File: src/rtl/memory_bus_controller_pkg.sv
// Shared types and default sizing for the memory bus controller and its wait-cycle counter.
package memory_bus_controller_pkg;

    localparam int DEF_DATA_W  = 16;
    localparam int DEF_ADDR_W  = 16;
    localparam int DEF_TIMEOUT = 15;
    localparam int CNT_W       = 8;

    typedef enum logic [2:0] {
        ST_IDLE   = 3'd0,
        ST_READ   = 3'd1,
        ST_WRITE  = 3'd2,
        ST_FINISH = 3'd3,
        ST_FAULT  = 3'd4
    } state_t;

endpackage

File: src/rtl/access_timeout_counter.sv
// Counts wait cycles of an outstanding memory access; hit flags the last cycle allowed without ack.
module access_timeout_counter
    import memory_bus_controller_pkg::*;
#(
    parameter int TIMEOUT = DEF_TIMEOUT
) (
    input  logic clk,
    input  logic rst,
    input  logic clear,
    input  logic enable,
    output logic hit
);

    localparam logic [CNT_W-1:0] HIT_VAL = CNT_W'(TIMEOUT - 1);

    logic [CNT_W-1:0] cnt_q;
    logic [CNT_W-1:0] cnt_d;

    always_comb begin
        cnt_d = cnt_q;
        if (clear) begin
            cnt_d = '0;
        end else if (enable) begin
            cnt_d = cnt_q + 1'b1;
        end
    end

    always_ff @(posedge clk) begin
        if (rst) begin
            cnt_q <= '0;
        end else begin
            cnt_q <= cnt_d;
        end
    end

    // Asserted during the cycle whose missing ack would make the count reach TIMEOUT.
    assign hit = enable && (cnt_q == HIT_VAL);

endmodule

File: src/rtl/memory_bus_controller.sv
// Memory bus controller: turns single-cycle read/write requests into held memory strobes with ack/timeout.
//
// state  | meaning
// IDLE   | waiting for rd_req / wr_req
// READ   | mem_re held, waiting for mem_ack
// WRITE  | mem_we held, waiting for mem_ack
// FINISH | done pulse (plus MMD after a read)
// FAULT  | err pulse after conflict or timeout
module memory_bus_controller
    import memory_bus_controller_pkg::*;
#(
    parameter int DATA_W  = DEF_DATA_W,
    parameter int ADDR_W  = DEF_ADDR_W,
    parameter int TIMEOUT = DEF_TIMEOUT
) (
    input  logic              clk,
    input  logic              rst,
    input  logic              rd_req,
    input  logic              wr_req,
    input  logic [ADDR_W-1:0] mar_in,
    input  logic [DATA_W-1:0] mdr_in,
    output logic [ADDR_W-1:0] mem_addr,
    output logic [DATA_W-1:0] mem_wdata,
    output logic              mem_re,
    output logic              mem_we,
    input  logic [DATA_W-1:0] mem_rdata,
    input  logic              mem_ack,
    output logic [DATA_W-1:0] M_bus,
    output logic              MMD,
    output logic              busy,
    output logic              done,
    output logic              err
);

    state_t              state_q;
    logic [ADDR_W-1:0]   addr_q;
    logic [DATA_W-1:0]   wdata_q;
    logic [DATA_W-1:0]   mbus_q;
    logic                re_q, we_q, mmd_q, busy_q, done_q, err_q;
    logic                cnt_clear, cnt_en, cnt_hit;

    assign cnt_clear = (state_q == ST_IDLE);
    assign cnt_en    = ((state_q == ST_READ) || (state_q == ST_WRITE)) && !mem_ack;

    access_timeout_counter #(.TIMEOUT(TIMEOUT)) u_timeout (
        .clk    (clk),
        .rst    (rst),
        .clear  (cnt_clear),
        .enable (cnt_en),
        .hit    (cnt_hit)
    );

    always_ff @(posedge clk) begin
        if (rst) begin
            state_q <= ST_IDLE;
            addr_q  <= '0;
            wdata_q <= '0;
            mbus_q  <= '0;
            re_q    <= 1'b0;
            we_q    <= 1'b0;
            mmd_q   <= 1'b0;
            busy_q  <= 1'b0;
            done_q  <= 1'b0;
            err_q   <= 1'b0;
        end else begin
            mmd_q  <= 1'b0;
            done_q <= 1'b0;
            err_q  <= 1'b0;
            case (state_q)
                ST_IDLE: begin
                    if (rd_req && wr_req) begin
                        state_q <= ST_FAULT;
                        err_q   <= 1'b1;
                    end else if (rd_req) begin
                        addr_q  <= mar_in;
                        re_q    <= 1'b1;
                        busy_q  <= 1'b1;
                        state_q <= ST_READ;
                    end else if (wr_req) begin
                        addr_q  <= mar_in;
                        wdata_q <= mdr_in;
                        we_q    <= 1'b1;
                        busy_q  <= 1'b1;
                        state_q <= ST_WRITE;
                    end
                end
                ST_READ, ST_WRITE: begin
                    // An ack in the timeout cycle still completes normally.
                    if (mem_ack) begin
                        if (state_q == ST_READ) begin
                            mbus_q <= mem_rdata;
                            mmd_q  <= 1'b1;
                        end
                        re_q    <= 1'b0;
                        we_q    <= 1'b0;
                        busy_q  <= 1'b0;
                        done_q  <= 1'b1;
                        state_q <= ST_FINISH;
                    end else if (cnt_hit) begin
                        re_q    <= 1'b0;
                        we_q    <= 1'b0;
                        busy_q  <= 1'b0;
                        err_q   <= 1'b1;
                        state_q <= ST_FAULT;
                    end
                end
                ST_FINISH, ST_FAULT: state_q <= ST_IDLE;
                default:             state_q <= ST_IDLE;
            endcase
        end
    end

    assign mem_addr  = addr_q;
    assign mem_wdata = wdata_q;
    assign mem_re    = re_q;
    assign mem_we    = we_q;
    assign M_bus     = mbus_q;
    assign MMD       = mmd_q;
    assign busy      = busy_q;
    assign done      = done_q;
    assign err       = err_q;

endmodule

File: config.mk
export PLATFORM = sky130hd
export DESIGN_NAME = memory_bus_controller
export DESIGN_NICKNAME = d
export VERILOG_FILES = /design/src/rtl/memory_bus_controller_pkg.sv /design/src/rtl/access_timeout_counter.sv /design/src/rtl/memory_bus_controller.sv
export SDC_FILE = /design/constraint.sdc
export NUM_CORES = 1
export LEC_CHECK = 0
export BUFFER_PORTS_ARGS = -buffer_cell sky130_fd_sc_hd__buf_2
export CAP_MARGIN = 0
export CORE_UTILIZATION = 50
export DETAILED_ROUTE_END_ITERATION = 6
export GPL_TIMING_DRIVEN = 0
export MAX_ROUTING_LAYER = met4
export PLACE_DENSITY = 0.9
export SETUP_SLACK_MARGIN = 0.2
export SKIP_LAST_GASP = 1
export SLEW_MARGIN = 20
export SYNTH_ARGS = -nofsm -noshare
export SYNTH_HDL_FRONTEND = slang
export SYNTH_SLANG_ARGS = --single-unit
File: constraint.sdc
create_clock -name clk -period 3.9 [get_ports clk]
set_input_delay 0 -clock clk [delete_from_list [all_inputs] [get_ports clk]]
set_output_delay 0 -clock clk [all_outputs]
set_load 0.02 [all_outputs]
# After elaboration in Yosys (flattened, before gate mapping)
# Cells that the tools add are included.
totals:
  out_inout_bits: 54
  elab_cells: 71
  rom_bits: 0
  latch_bits: 0
  memories: 0
  ff_bits: 65
  ram_bits: 0
  inputBits: 53
op_classes:
  n_mux: 26
  eq_ne: 10
  n_bitwise: 4
  n_mul: 0
  n_lt_le_gt_ge: 0
  div_mod_pow: 0
  n_addsub: 1
  shift: 0
  reduce_logical: 19
ops:
  columns: ["operator", "n"]
  rows:
  - ["two-way mux 16 bit", 2]
  - ["two-way mux 3 bit", 5]
  - ["two-way mux 1 bit", 14]
  - ["AND reduction 4 bit", 3]
  - ["adder 8 x 1 -> 8 bit (second input constant)", 1]
  - ["equality test 8 x 4 -> 1 bit (second input constant)", 1]
  - ["!= test 2 bit (second input constant)", 4]
  - ["one-hot mux 1 bit (2 select lines)", 4]
  - ["!= test 3 bit (second input constant)", 2]
  - ["one-hot mux 3 bit (2 select lines)", 1]
  - ["AND reduction 3 bit", 2]
  - ["OR reduction 2 bit", 3]
  - ["AND reduction 5 bit", 1]
  - ["!= test 4 x 3 -> 1 bit (second input constant)", 1]
  - ["NOT 1 bit", 4]
  - ["nonzero test 2 bit", 2]
  - ["equality test 3 x 1 -> 1 bit (second input constant)", 1]
  - ["equality test 3 x 2 -> 1 bit (second input constant)", 1]
  - ["logical AND 1 bit", 3]
  - ["zero test 3 bit", 1]
  - ["OR reduction 3 bit", 1]
  - ["AND reduction 2 bit", 1]
  - ["zero test 1 bit", 1]
  - ["logical OR 1 bit", 1]

# Longest topological paths before layout
# Gate-level depths: netlist (run 1).
depth:
  depth_word: 7
  mapped_depth: 7
  ltp_nobuf: 5

# Cells and area by module
# A second synthesis (run 1) with hierarchy kept.
unflattened:
  cells_unflattened: 313
  area_unflattened_um2: 2573.7
modules_own_cells:
  columns: ["mod", "cells_per_inst", "area_each_um2", "n_inst", "seq_area_each_um2"]
  rows:
  - ["memory_bus_controller", 270, 2193.4, 1, 1141.1]
  - ["access_timeout_counter", 43, 380.4, 1, 160.2]

# Worst setup path after synthesis (run 1)
# OpenSTA, ideal clock, no wires.
synth_path:
  kind: "register to register"
  startpoint: "reg state_q[0]"
  endpoint: "reg wdata_q[1] (netlist: mem_wdata[1])"
  required_time_ns: 3.830
  n_path_buf: 3
  setup_time_ns: 0.070
  path_slack_ns: 2.397
  arrival_ns: 1.433
  stages_incl_launch_ff: 8
  synth_period_minus_slack_ns: 1.503
  path_cell_list: "dfxtp_1 -> buf_2 -> nor4_2 -> and3_1 -> buf_2 -> buf_2 -> nand2_1 -> a21oi_1"
synth_via:
  elab_chain_len: 2
synth_rtl:
  columns: ["element", "line", "source"]
  rows:
  - ["start: declaration", "memory_bus_controller.sv:35", "state_t state_q;"]
  - ["start signal: assignment", "memory_bus_controller.sv:55", "state_q <= ST_IDLE;"]
  - ["start signal: assignment", "memory_bus_controller.sv:72", "state_q <= ST_FAULT;"]
  - ["start signal: assignment", "memory_bus_controller.sv:78", "state_q <= ST_READ;"]
  - ["zero test 3 bit", "memory_bus_controller.sv:69", "case (state_q)"]
  - ["AND reduction 4 bit (no line)", null, null]
  - ["end signal: assignment", "memory_bus_controller.sv:81", "wdata_q <= mdr_in;"]
  - ["end: declaration", "memory_bus_controller.sv:37", "logic [DATA_W-1:0] wdata_q;"]
# Every way passes these cells.
# A chain may end at the register's enable or synchronous reset.

# Worst setup path in the final report (run 1)
layout_path:
  startpoint: "reg state_q[1]"
  endpoint: "reg wdata_q[3] (netlist: mem_wdata[3])"
# Same word-level chain as after synthesis.

==> flow_summary.json, run 1 <==
{
  "maxCapViolCount": 0,
  "power.density_nw_per_um2": 542,
  "final_period_demand_of_the_worst_path_ns": 1.84,
  "post-cts-setup-buffers": 0,
  "total_negative_setup_slacks_ns": 0,
  "num_antenna_cells": 0,
  "drt-wirelength-per-cell_um": 13.9,
  "worst_ep_required_time_ns": 4.09,
  "tritoncts_clock_tree": "built",
  "p_leak_nw": 1.68,
  "critical_path.max_stage_delay_ns": 0.46,
  "min_path_type": "primary input to flop",
  "clkLatencyLatePin_ns": 0.34,
  "rsz0062_at_grt": "false",
  "finalCritPeriodShare": 0.473,
  "seq_area_frac_synth": 0.526,
  "grt_antenna_before_repair": 0,
  "post_synth.cell_area_avg_um2": 8.14,
  "timing_worst_setup_path_type": "flop to flop",
  "grt_pass1_vias": 2625,
  "global_route.usage.total": 0.298,
  "rows": 25,
  "worst_setup_path_end_kind": "flop",
  "grt_pass1_wl_mm": 11.5,
  "critPathLaunchType": "flop",
  "synthesis.area_um2": 2470,
  "clockRootBuffer": "sky130_fd_sc_hd__clkbuf_8",
  "max_freq_ghz": 0.542,
  "worstPathArrival_ns": 2.03,
  "drt_first_iter_violations": 126,
  "layout.cells.non_filler": 541,
  "synth_cell_type_count": 32,
  "synthTopCellsByArea": "sky130_fd_sc_hd__dfxtp_1 (53%), sky130_fd_sc_hd__nand2_1 (15%), sky130_fd_sc_hd__a21oi_1 (11%)",
  "worst_vdd_drop_mv": 0.363,
  "placed_cells": 477,
  "final_core_util": 0.788,
  "ys.warnings.count": 0,
  "routed-via-count": 2743,
  "holdWs_ns": 0.0159,
  "die_width_um": 72.3,
  "slew_headroom": 0.630,
  "timing.clock.skew_ns": 0.0149,
  "antenna_violating_nets_left": 0,
  "final_layout_size_suffix_gt1_frac": 0.274,
  "htree_num_levels": 3,
  "postRouteWirelength_mm": 7.50,
  "i_o_pins": 107,
  "global_route.overflow_total": 0,
  "clkTransAtPathRegs_ns": 0.07,
  "cts_sinks": 65,
  "worstPathCellList": "nor4_2, nand3_1, clkbuf_1, nand2_1, a21oi_1",
  "multi_input_area_um2": 1080,
  "hold_violations": 0,
  "critical_path_peak_fanout": 10,
  "drt_pre_antenna_iters": 4,
  "finish.net_count": 528,
  "start_util": 0.520,
  "synthToLayoutAreaGrowth_pct": 51.5,
  "ctsLongestPathBuffers": 2,
  "viasPerCell": 5.07,
  "setup-violations-final": 0,
  "final-max-slew-violation-count": 0,
  "core-area_um2": 4750,
  "postSynthRegisterBits": 65,
  "synth_largest_type_area_fraction": 0.526,
  "die_height_um": 72.3,
  "number_of_port_buffers": 106,
  "dp_worst_setup_slack_ns": 2.07,
  "postSynthNetCount": 362,
  "grt_max_degree": 12,
  "status": "complete, no violations",
  "synthCells": 304,
  "netlist.top_cell.by_area": "sky130_fd_sc_hd__dfxtp_1",
  "place.gp.congestion": 0.912,
  "critical_path.slowest_cell": "sky130_fd_sc_hd__nor4_2",
  "max_slew.worst_pin.slew_ns": 0.550,
  "dp_hpwl_mm": 4.50,
  "final.setup.worst_slack_ns": 2.06,
  "n_fill_cell": 331,
  "numCtsBuffers": 9,
  "cp_top_family": "simple AND/OR/NAND/NOR gates",
  "die_area_um2": 5230,
  "crit_buf_inv": 1,
  "seq_area_um2": 1300,
  "drcViolationCount": 0
}
## flip-flops by register name, indices dropped and copies added (netlist names)
name,count
M_bus,16
mem_we,1
mem_wdata,16
state_q,3
u_timeout.cnt_q,8
MMD,1
done,1
mem_addr,16
err,1
mem_re,1
busy,1
## metrics by stage
| stage | power [mW] | cell area (um^2) |
|---|---|---|
| floorplan | 1.29 | 2470 |
| global placement | 1.47 | 3090 |
| detailed placement | 1.50 | 3090 |
| CTS | 2.02 | 3750 |
| global route | 2.14 | 3750 |
| finish | 2.03 | 3750 |
## power by group
part | switching (mW) | total, mW | internal [mW]
Combinational | 0.454 | 0.712 | 0.258
Sequential | 0.0612 | 0.831 | 0.770
Clock | 0.248 | 0.489 | 0.242
Total | 0.763 | 2.03 | 1.27
## routing by layer
metal	GRT usage	part of all wire	vias to the layer above
met5	-	0	-
met4	0.187	0.043	0
met3	0.0597	0.050	34
met2	0.505	0.50	122
met1	0.319	0.41	1243
li1	-	-	1344
## cell families after synthesis
kind of cell / synth area share
and+or+nand+nor: 0.233
xor gates and xnor gates: 0.0278
buffers and inverters: 0.0389
AOI/OAI and AO/OA: 0.149
DFF: 0.526
adders and majority gates: 0.0253
## worst reg2reg max path, delay by kind of cell, from the launching register on
kind            cells  cell delay [ns]
flops               1             0.38
compound gates      1             0.08
simple gates        3             0.94
buf+inv             1             0.31
## what timing repair did
item / 4_1_cts / 5_1_grt
hold buffers: 49 / 0
hold endpoints to repair: 49 / 0
gates resized for setup: 0 / 0
endpoints found under the setup margin: 0 / 0
## path summary, 6_finish.rpt
path                      startpoint                        end  slack (ns)  depth (start not counted)
min                           rd_req        mem_re$_SDFFE_PP0P_        0.02                          3
max          state_q[1]$_SDFFE_PP0P_  mem_wdata[3]$_SDFFE_PP0P_        2.06                          5
max reg2reg  state_q[1]$_SDFFE_PP0P_  mem_wdata[3]$_SDFFE_PP0P_        2.06                          5
min reg2reg    M_bus[3]$_SDFFE_PP0P_      M_bus[3]$_SDFFE_PP0P_        0.45                          2
## cells in the final DEF, fill, tap and decap left out, types with 2 or more instances in the layout
cell / count
sky130_fd_sc_hd__dlygate4sd3_1: 49
sky130_fd_sc_hd__ha_1: 5
sky130_fd_sc_hd__dfxtp_1: 65
sky130_fd_sc_hd__a211oi_1: 3
sky130_fd_sc_hd__nor2_1: 10
sky130_fd_sc_hd__and3_1: 3
sky130_fd_sc_hd__nor3_1: 5
sky130_fd_sc_hd__clkinv_2: 2
sky130_fd_sc_hd__clkbuf_8: 10
sky130_fd_sc_hd__and2_1: 3
sky130_fd_sc_hd__nand3_1: 4
sky130_fd_sc_hd__o21ai_0: 4
sky130_fd_sc_hd__clkbuf_1: 12
sky130_fd_sc_hd__xor2_1: 5
sky130_fd_sc_hd__a221oi_1: 2
sky130_fd_sc_hd__a21oi_1: 52
sky130_fd_sc_hd__inv_1: 7
sky130_fd_sc_hd__nand2_1: 100
sky130_fd_sc_hd__nand4_1: 4
sky130_fd_sc_hd__clkinvlp_4: 3
sky130_fd_sc_hd__buf_2: 111
## area by class of cell
cell class | instances | share of cell area
sequential | 65 | 0.347
clock buffer | 10 | 0.0367
clock inverter | 5 | 0.00868
tap | 67 | 0.0224
multi-input combinational | 215 | 0.287
timing repair buffer | 155 | 0.272
inverter | 7 | 0.00701
buffer | 17 | 0.0187
## cell usage after synthesis, drive strengths merged
| cell | count |
|---|---|
| a21o | 1 |
| or2 | 1 |
| ha | 5 |
| xor2 | 6 |
| a21oi | 52 |
| and2 | 3 |
| nand3 | 4 |
| nor2 | 10 |
| nor2b | 1 |
| inv | 7 |
| o21ba | 1 |
| and4b | 1 |
| nor4 | 1 |
| and4 | 1 |
| nand2b | 1 |
| xnor2 | 1 |
| nor3 | 5 |
| o21ai | 5 |
| o311ai | 1 |
| a211oi | 3 |
| buf | 5 |
| nand2 | 100 |
| or3 | 1 |
| and3 | 3 |
| clkbuf | 12 |
| o211ai | 1 |
| dfxtp | 65 |
| nand4 | 4 |
| a311oi | 1 |
| a221oi | 2 |
Note: power is estimated with default switching activity, not from simulation.
==> inputs of run 2 (changes only) <==
--- a/config.mk
+++ b/config.mk
@@ -7,11 +7,11 @@
 export LEC_CHECK = 0
 export BUFFER_PORTS_ARGS = -buffer_cell sky130_fd_sc_hd__buf_2
 export CAP_MARGIN = 0
-export CORE_UTILIZATION = 50
+export CORE_UTILIZATION = 42
 export DETAILED_ROUTE_END_ITERATION = 6
 export GPL_TIMING_DRIVEN = 0
 export MAX_ROUTING_LAYER = met4
-export PLACE_DENSITY = 0.9
+export PLACE_DENSITY = 0.81
 export SETUP_SLACK_MARGIN = 0.2
 export SKIP_LAST_GASP = 1
 export SLEW_MARGIN = 20
==> constraint.sdc (replaced) <==
create_clock -name clk -period 1.51 [get_ports clk]
set_input_delay 0 -clock clk [delete_from_list [all_inputs] [get_ports clk]]
set_output_delay 0 -clock clk [all_outputs]
set_load 0.02 [all_outputs]
==> flow_summary.json, run 2 (same netlist as run 1, synthesis figures left out) <==
{
  "clockRootBuffer": "sky130_fd_sc_hd__clkbuf_8",
  "drt_pre_antenna_iters": 5,
  "max_slew.worst_pin.slew_ns": 0.809,
  "synthToLayoutAreaGrowth_pct": 81.8,
  "n_fill_cell": 349,
  "grt_max_degree": 11,
  "start_util": 0.441,
  "power.clock.fraction": 0.183,
  "critical_path.slowest_cell": "sky130_fd_sc_hd__dfxtp_2",
  "cts_sinks": 65,
  "timing_worst_setup_path_type": "flop to flop",
  "global_route.usage.total": 0.260,
  "number_of_port_buffers": 106,
  "final_period_demand_of_the_worst_path_ns": 1.60,
  "cp_dominant_cell_by_count": "sky130_fd_sc_hd__buf_6",
  "clkTransAtPathRegs_ns": 0.07,
  "maxCapViolCount": 0,
  "status": "finished, violations left",
  "grt_pass1_wl_mm": 12.1,
  "critical_path_peak_fanout": 5,
  "r2r_slack_ns": -0.09,
  "viasPerCell": 5.05,
  "min_path_type": "primary input to flop",
  "dp_worst_setup_slack_ns": -0.160,
  "max_freq_ghz": 0.624,
  "worstSetupPathDepth": 8,
  "global_route.overflow_total": 0,
  "numCtsBuffers": 9,
  "antenna_violating_nets_left": 0,
  "dp_hpwl_mm": 4.44,
  "die_height_um": 78.7,
  "ctsLongestPathBuffers": 2,
  "worstPathArrival_ns": 1.86,
  "grt_antenna_before_repair": 0,
  "p_leak_nw": 2.01,
  "rsz0062_at_grt": "true",
  "hold_path_startpoint": "rst",
  "holdWs_ns": 0.0934,
  "pwr-share-comb": 0.485,
  "seq_area_um2": 1310,
  "launch_point_of_the_worst_path": "state_q[0]$_SDFFE_PP0P_",
  "placed_cells": 482,
  "final-max-slew-violation-count": 0,
  "drcViolationCount": 0,
  "swShare": 0.384,
  "tritoncts_clock_tree": "built",
  "worst_ep_required_time_ns": 1.77,
  "grt_pass1_vias": 2794,
  "hold_violations": 0,
  "worstPathCellList": "buf_6, buf_12, nor3_4, and2_4, buf_6, buf_6, nand2_1, a21oi_2",
  "htree_num_levels": 3,
  "core-area_um2": 5610,
  "die_area_um2": 6200,
  "critPathLaunchType": "flop",
  "failed_checks": "setup timing",
  "setup-violations-final": 18,
  "worst_vdd_drop_mv": 1.09,
  "worst_setup_path_end_kind": "flop",
  "power.density_nw_per_um2": 1470,
  "place.gp.congestion": 0.796,
  "layout_commonest_cell": "sky130_fd_sc_hd__buf_2",
  "rr_startpoint": "state_q[0]$_SDFFE_PP0P_",
  "timing.clock.skew_ns": 0.00739,
  "critical_path.max_stage_delay_ns": 0.32,
  "cp_top_family": "simple AND/OR/NAND/NOR gates",
  "worst_setup_path_endpoint": "mem_addr[14]$_SDFFE_PP0P_",
  "drt-wirelength-per-cell_um": 15.2,
  "final_layout_size_suffix_gt1_frac": 0.470,
  "switching_power_mw": 2.53,
  "crit_buf_inv": 4,
  "multi_input_area_um2": 1490,
  "seqPwrFrac": 0.332,
  "i_o_pins": 107,
  "die_width_um": 78.7,
  "internal-power_mw": 4.07,
  "clkLatencyLatePin_ns": 0.34,
  "layout.cells.non_filler": 572,
  "drt_first_iter_violations": 121,
  "rows": 27,
  "final.setup.worst_slack_ns": -0.0914,
  "finalCritPeriodShare": 1.06,
  "r2r-end": "mem_addr[14]$_SDFFE_PP0P_",
  "routed-via-count": 2888,
  "finish.net_count": 551,
  "postRouteWirelength_mm": 8.70,
  "layout.cells.most_common_list": "sky130_fd_sc_hd__buf_2 (106), sky130_fd_sc_hd__nand2_1 (74), sky130_fd_sc_hd__dfxtp_1 (61)",
  "slew_headroom": 0.461,
  "worst-r2r-cell-count": 8
}
-- run 2: changes by cell type in the layout (fill, tap and decap cells not counted), moves of 5 or more --
| cell | delta |
|---|---|
| sky130_fd_sc_hd__nand2_2 | +11 |
| sky130_fd_sc_hd__buf_4 | +13 |
| sky130_fd_sc_hd__buf_2 | -5 |
| sky130_fd_sc_hd__buf_6 | +12 |
| sky130_fd_sc_hd__a21oi_1 | -29 |
| sky130_fd_sc_hd__buf_8 | +5 |
| sky130_fd_sc_hd__nand2_4 | +15 |
| sky130_fd_sc_hd__a21oi_2 | +29 |
| sky130_fd_sc_hd__nand2_1 | -26 |
-- run 2: worst min path at each step --
stage	depth (start not counted)	endpoint	slack, ns
after floorplan	2	M_bus[0]$_SDFFE_PP0P_	0.14
after global placement	3	mem_addr[10]$_SDFFE_PP0P_	0.24
after detailed placement	3	mem_addr[9]$_SDFFE_PP0P_	0.25
after CTS	3	done$_SDFF_PP0_	0.01
after global routing	3	done$_SDFF_PP0_	0.08
final	3	u_timeout.cnt_q[0]$_SDFFE_PP0P_	0.09
-- run 2: routing by layer --
| layer | part of all wire | track usage | vias up |
|---|---|---|---|
| met1 | 0.38 | 0.260 | 1373 |
| met2 | 0.55 | 0.470 | 100 |
| li1 | - | - | 1392 |
| met5 | 0 | - | - |
| met4 | 0.025 | 0.130 | 0 |
| met3 | 0.043 | 0.0621 | 23 |
-- run 2: power groups by stage --
stage,clock network [mW],registers (mW),logic [mW]
floorplan,0,2.46,0.980
global placement,0,2.18,1.76
detailed placement,0,2.19,1.79
CTS,1.23,2.18,2.55
global route,1.32,2.22,3.39
finish,1.21,2.19,3.21
-- run 2: timing repair --
item | CTS | global route
setup buffers | 11 | 10
cloned | 2 | 1
endpoints found under the setup margin | 58 | 58
hold buffers | 49 | 0
pin swaps | 10 | 43
gates resized for setup | 44 | 93
endpoints found under the hold margin | 49 | 0
-- run 2: final cells by class --
cell class                      count  share of cell area
Sequential cell                    65               0.292
Inverter                            7             0.00584
Antenna cell                        2             0.00111
Multi-Input combinational cell    215               0.332
Timing Repair Buffer              179               0.284
Buffer                             16              0.0317
Clock buffer                       12              0.0300
Tap cell                           72              0.0200
Clock inverter                      4             0.00445
-- run 2: through the flow --
step	instance area (um^2)	power (mW)	util	setup TNS [ns]
2_1_floorplan	2530	3.44	-	0
3_3_place_gp	3150	3.93	0.561	-1.40
3_5_place_dp	3150	3.99	0.561	-2.38
4_1_cts	4060	5.95	0.724	-0.00306
5_1_grt	4490	6.93	0.801	-1.98
6_report	4500	6.61	0.802	-0.686
-- run 2: worst min-delay path, delay by kind of cell --
| family | cells | cell delay [ns] |
|---|---|---|
| buffers and inverters | 1 | 0.12 |
| and+or+nand+nor | 2 | 0.27 |
==> inputs of run 3 (changes only) <==
--- a/config.mk
+++ b/config.mk
@@ -7,11 +7,12 @@
 export LEC_CHECK = 0
 export BUFFER_PORTS_ARGS = -buffer_cell sky130_fd_sc_hd__buf_2
 export CAP_MARGIN = 0
-export CORE_UTILIZATION = 42
+export CORE_UTILIZATION = 44
+export CTS_BUF_LIST = sky130_fd_sc_hd__clkbuf_4
 export DETAILED_ROUTE_END_ITERATION = 6
 export GPL_TIMING_DRIVEN = 0
 export MAX_ROUTING_LAYER = met4
-export PLACE_DENSITY = 0.81
+export PLACE_DENSITY = 0.84
 export SETUP_SLACK_MARGIN = 0.2
 export SKIP_LAST_GASP = 1
 export SLEW_MARGIN = 20
==> flow_summary.json, run 3 (same netlist as run 1, synthesis figures left out) <==
{
  "status": "finished, violations left",
  "failed_checks": "setup timing",
  "start_util": 0.469,
  "placed_cells": 480,
  "power.density_nw_per_um2": 1440,
  "numCtsBuffers": 9,
  "hold_violations": 0,
  "finish.net_count": 553,
  "layout.cells.most_common_list": "sky130_fd_sc_hd__buf_2 (106), sky130_fd_sc_hd__nand2_1 (76), sky130_fd_sc_hd__dfxtp_1 (60)",
  "drt-wirelength-per-cell_um": 15.8,
  "die_width_um": 77.0,
  "seqPwrFrac": 0.353,
  "i_o_pins": 107,
  "dp_hpwl_mm": 4.44,
  "final-max-slew-violation-count": 0,
  "layout.cells.non_filler": 569,
  "routed-via-count": 2940,
  "multi_input_area_um2": 1410,
  "pwr-share-comb": 0.501,
  "worst_ep_required_time_ns": 1.77,
  "setup-violations-final": 1,
  "worst_setup_path_end_kind": "flop",
  "slew_headroom": 0.563,
  "drt_pre_antenna_iters": 4,
  "tritoncts_clock_tree": "built",
  "worst_vdd_drop_mv": 1.07,
  "ctsLongestPathBuffers": 2,
  "rsz0062_at_grt": "true",
  "maxCapViolCount": 0,
  "final.setup.worst_slack_ns": -0.00951,
  "seq_area_um2": 1310,
  "holdWs_ns": 0.0657,
  "clockRootBuffer": "sky130_fd_sc_hd__clkbuf_4",
  "total_negative_setup_slacks_ns": -0.00951,
  "power.clock.fraction": 0.146,
  "global_route.overflow_total": 0,
  "timing_worst_setup_path_type": "flop to flop",
  "htree_num_levels": 3,
  "finalPower_mw": 6.26,
  "final_core_util": 0.824,
  "n_fill_cell": 320,
  "detailed_place.area_um2": 3150,
  "antenna_violating_nets_left": 0,
  "swShare": 0.396,
  "die_height_um": 77.0,
  "final_period_demand_of_the_worst_path_ns": 1.52,
  "synthToLayoutAreaGrowth_pct": 75.5,
  "global_route.usage.total": 0.290,
  "final_area_um2": 4340,
  "number_of_port_buffers": 106,
  "grt_max_degree": 11,
  "timing.clock.skew_ns": 0.0201,
  "switching_power_mw": 2.48,
  "drcViolationCount": 0,
  "drt_first_iter_violations": 132,
  "rows": 26,
  "die_area_um2": 5930,
  "num_antenna_cells": 0,
  "internal-power_mw": 3.78,
  "dp_worst_setup_slack_ns": -0.156,
  "clkTransAtPathRegs_ns": 0.12,
  "critical_path_peak_fanout": 7,
  "grt_antenna_before_repair": 0,
  "finalCritPeriodShare": 1.01,
  "max_slew.worst_pin.slew_ns": 0.655,
  "worstPathArrival_ns": 1.78,
  "viasPerCell": 5.17,
  "critPathLaunchType": "flop",
  "cts_sinks": 65,
  "clkLatencyLatePin_ns": 0.39,
  "postRouteWirelength_mm": 8.98,
  "core-area_um2": 5270,
  "grt_pass1_wl_mm": 13.2,
  "min_path_type": "primary input to flop",
  "place.gp.congestion": 0.821,
  "max_freq_ghz": 0.658,
  "final_layout_size_suffix_gt1_frac": 0.451,
  "p_leak_nw": 1.93,
  "layout_commonest_cell": "sky130_fd_sc_hd__buf_2",
  "grt_pass1_vias": 2901
}
## run 3: cell count changes in the layout (fill, tap and decap cells not counted), moves of 3 or more
cell and delta:
sky130_fd_sc_hd__a21oi_2 -8, sky130_fd_sc_hd__clkbuf_1 -3, sky130_fd_sc_hd__buf_12 -3, sky130_fd_sc_hd__clkinv_2 -3, sky130_fd_sc_hd__a21oi_1 +8, sky130_fd_sc_hd__clkbuf_4 +12, sky130_fd_sc_hd__clkbuf_8 -8, sky130_fd_sc_hd__clkinv_1 +3
## run 3: path summary, 6_finish.rpt
check | from | end | slack, ns | depth (start not counted)
worst max-delay path | state_q[0]$_SDFFE_PP0P_ | busy$_SDFFE_PP0P_ | -0.01 | 7
worst min-delay path | rst | u_timeout.cnt_q[7]$_SDFFE_PP0P_ | 0.07 | 4
worst max register to register | state_q[0]$_SDFFE_PP0P_ | busy$_SDFFE_PP0P_ | -0.01 | 7
worst min register to register | M_bus[4]$_SDFFE_PP0P_ | M_bus[4]$_SDFFE_PP0P_ | 0.46 | 2
## run 3: repair_timing
action | 4_1_cts | 5_1_grt
gates resized for setup | 69 | 52
hold buffers | 50 | 0
cloned | 3 | 0
pin swaps | 30 | 19
endpoints found under the setup margin | 55 | 58
setup buffers | 11 | 10
endpoints found under the hold margin | 50 | 0
## run 3: final cells by class
| type | instances | area share |
|---|---|---|
| Buffer | 17 | 0.0343 |
| Clock buffer | 10 | 0.0173 |
| Clock inverter | 5 | 0.00548 |
| Inverter | 7 | 0.00605 |
| Multi-Input combinational cell | 215 | 0.326 |
| Sequential cell | 65 | 0.302 |
| Tap cell | 70 | 0.0202 |
| Timing Repair Buffer | 180 | 0.289 |
## run 3: critical path, stage by stage (launching register included)
cell and delay (ns):
sky130_fd_sc_hd__dfxtp_2 0.35, sky130_fd_sc_hd__buf_8 0.13, sky130_fd_sc_hd__buf_6 0.11, sky130_fd_sc_hd__xor2_4 0.24
sky130_fd_sc_hd__nand2b_1 0.13, sky130_fd_sc_hd__buf_4 0.16, sky130_fd_sc_hd__o21ba_4 0.24, sky130_fd_sc_hd__a211oi_1 0.05
## run 3: routing by layer
layer | vias to the layer above | global-route usage | routed length [um]
met2 | 114 | 0.550 | 4890
met4 | 0 | 0.151 | 267
met1 | 1400 | 0.280 | 3440
met5 | - | - | 0
met3 | 27 | 0.0488 | 381
li1 | 1399 | - | -
## run 3: power groups by stage
stage / Combinational, mW / Sequential, mW / Clock (mW)
6_report: 3.14 / 2.21 / 0.912
5_1_grt: 3.33 / 2.24 / 1.01
4_1_cts: 2.52 / 2.18 / 0.923
3_5_place_dp: 1.79 / 2.19 / 0
3_3_place_gp: 1.75 / 2.18 / 0
2_1_floorplan: 0.980 / 2.46 / 0
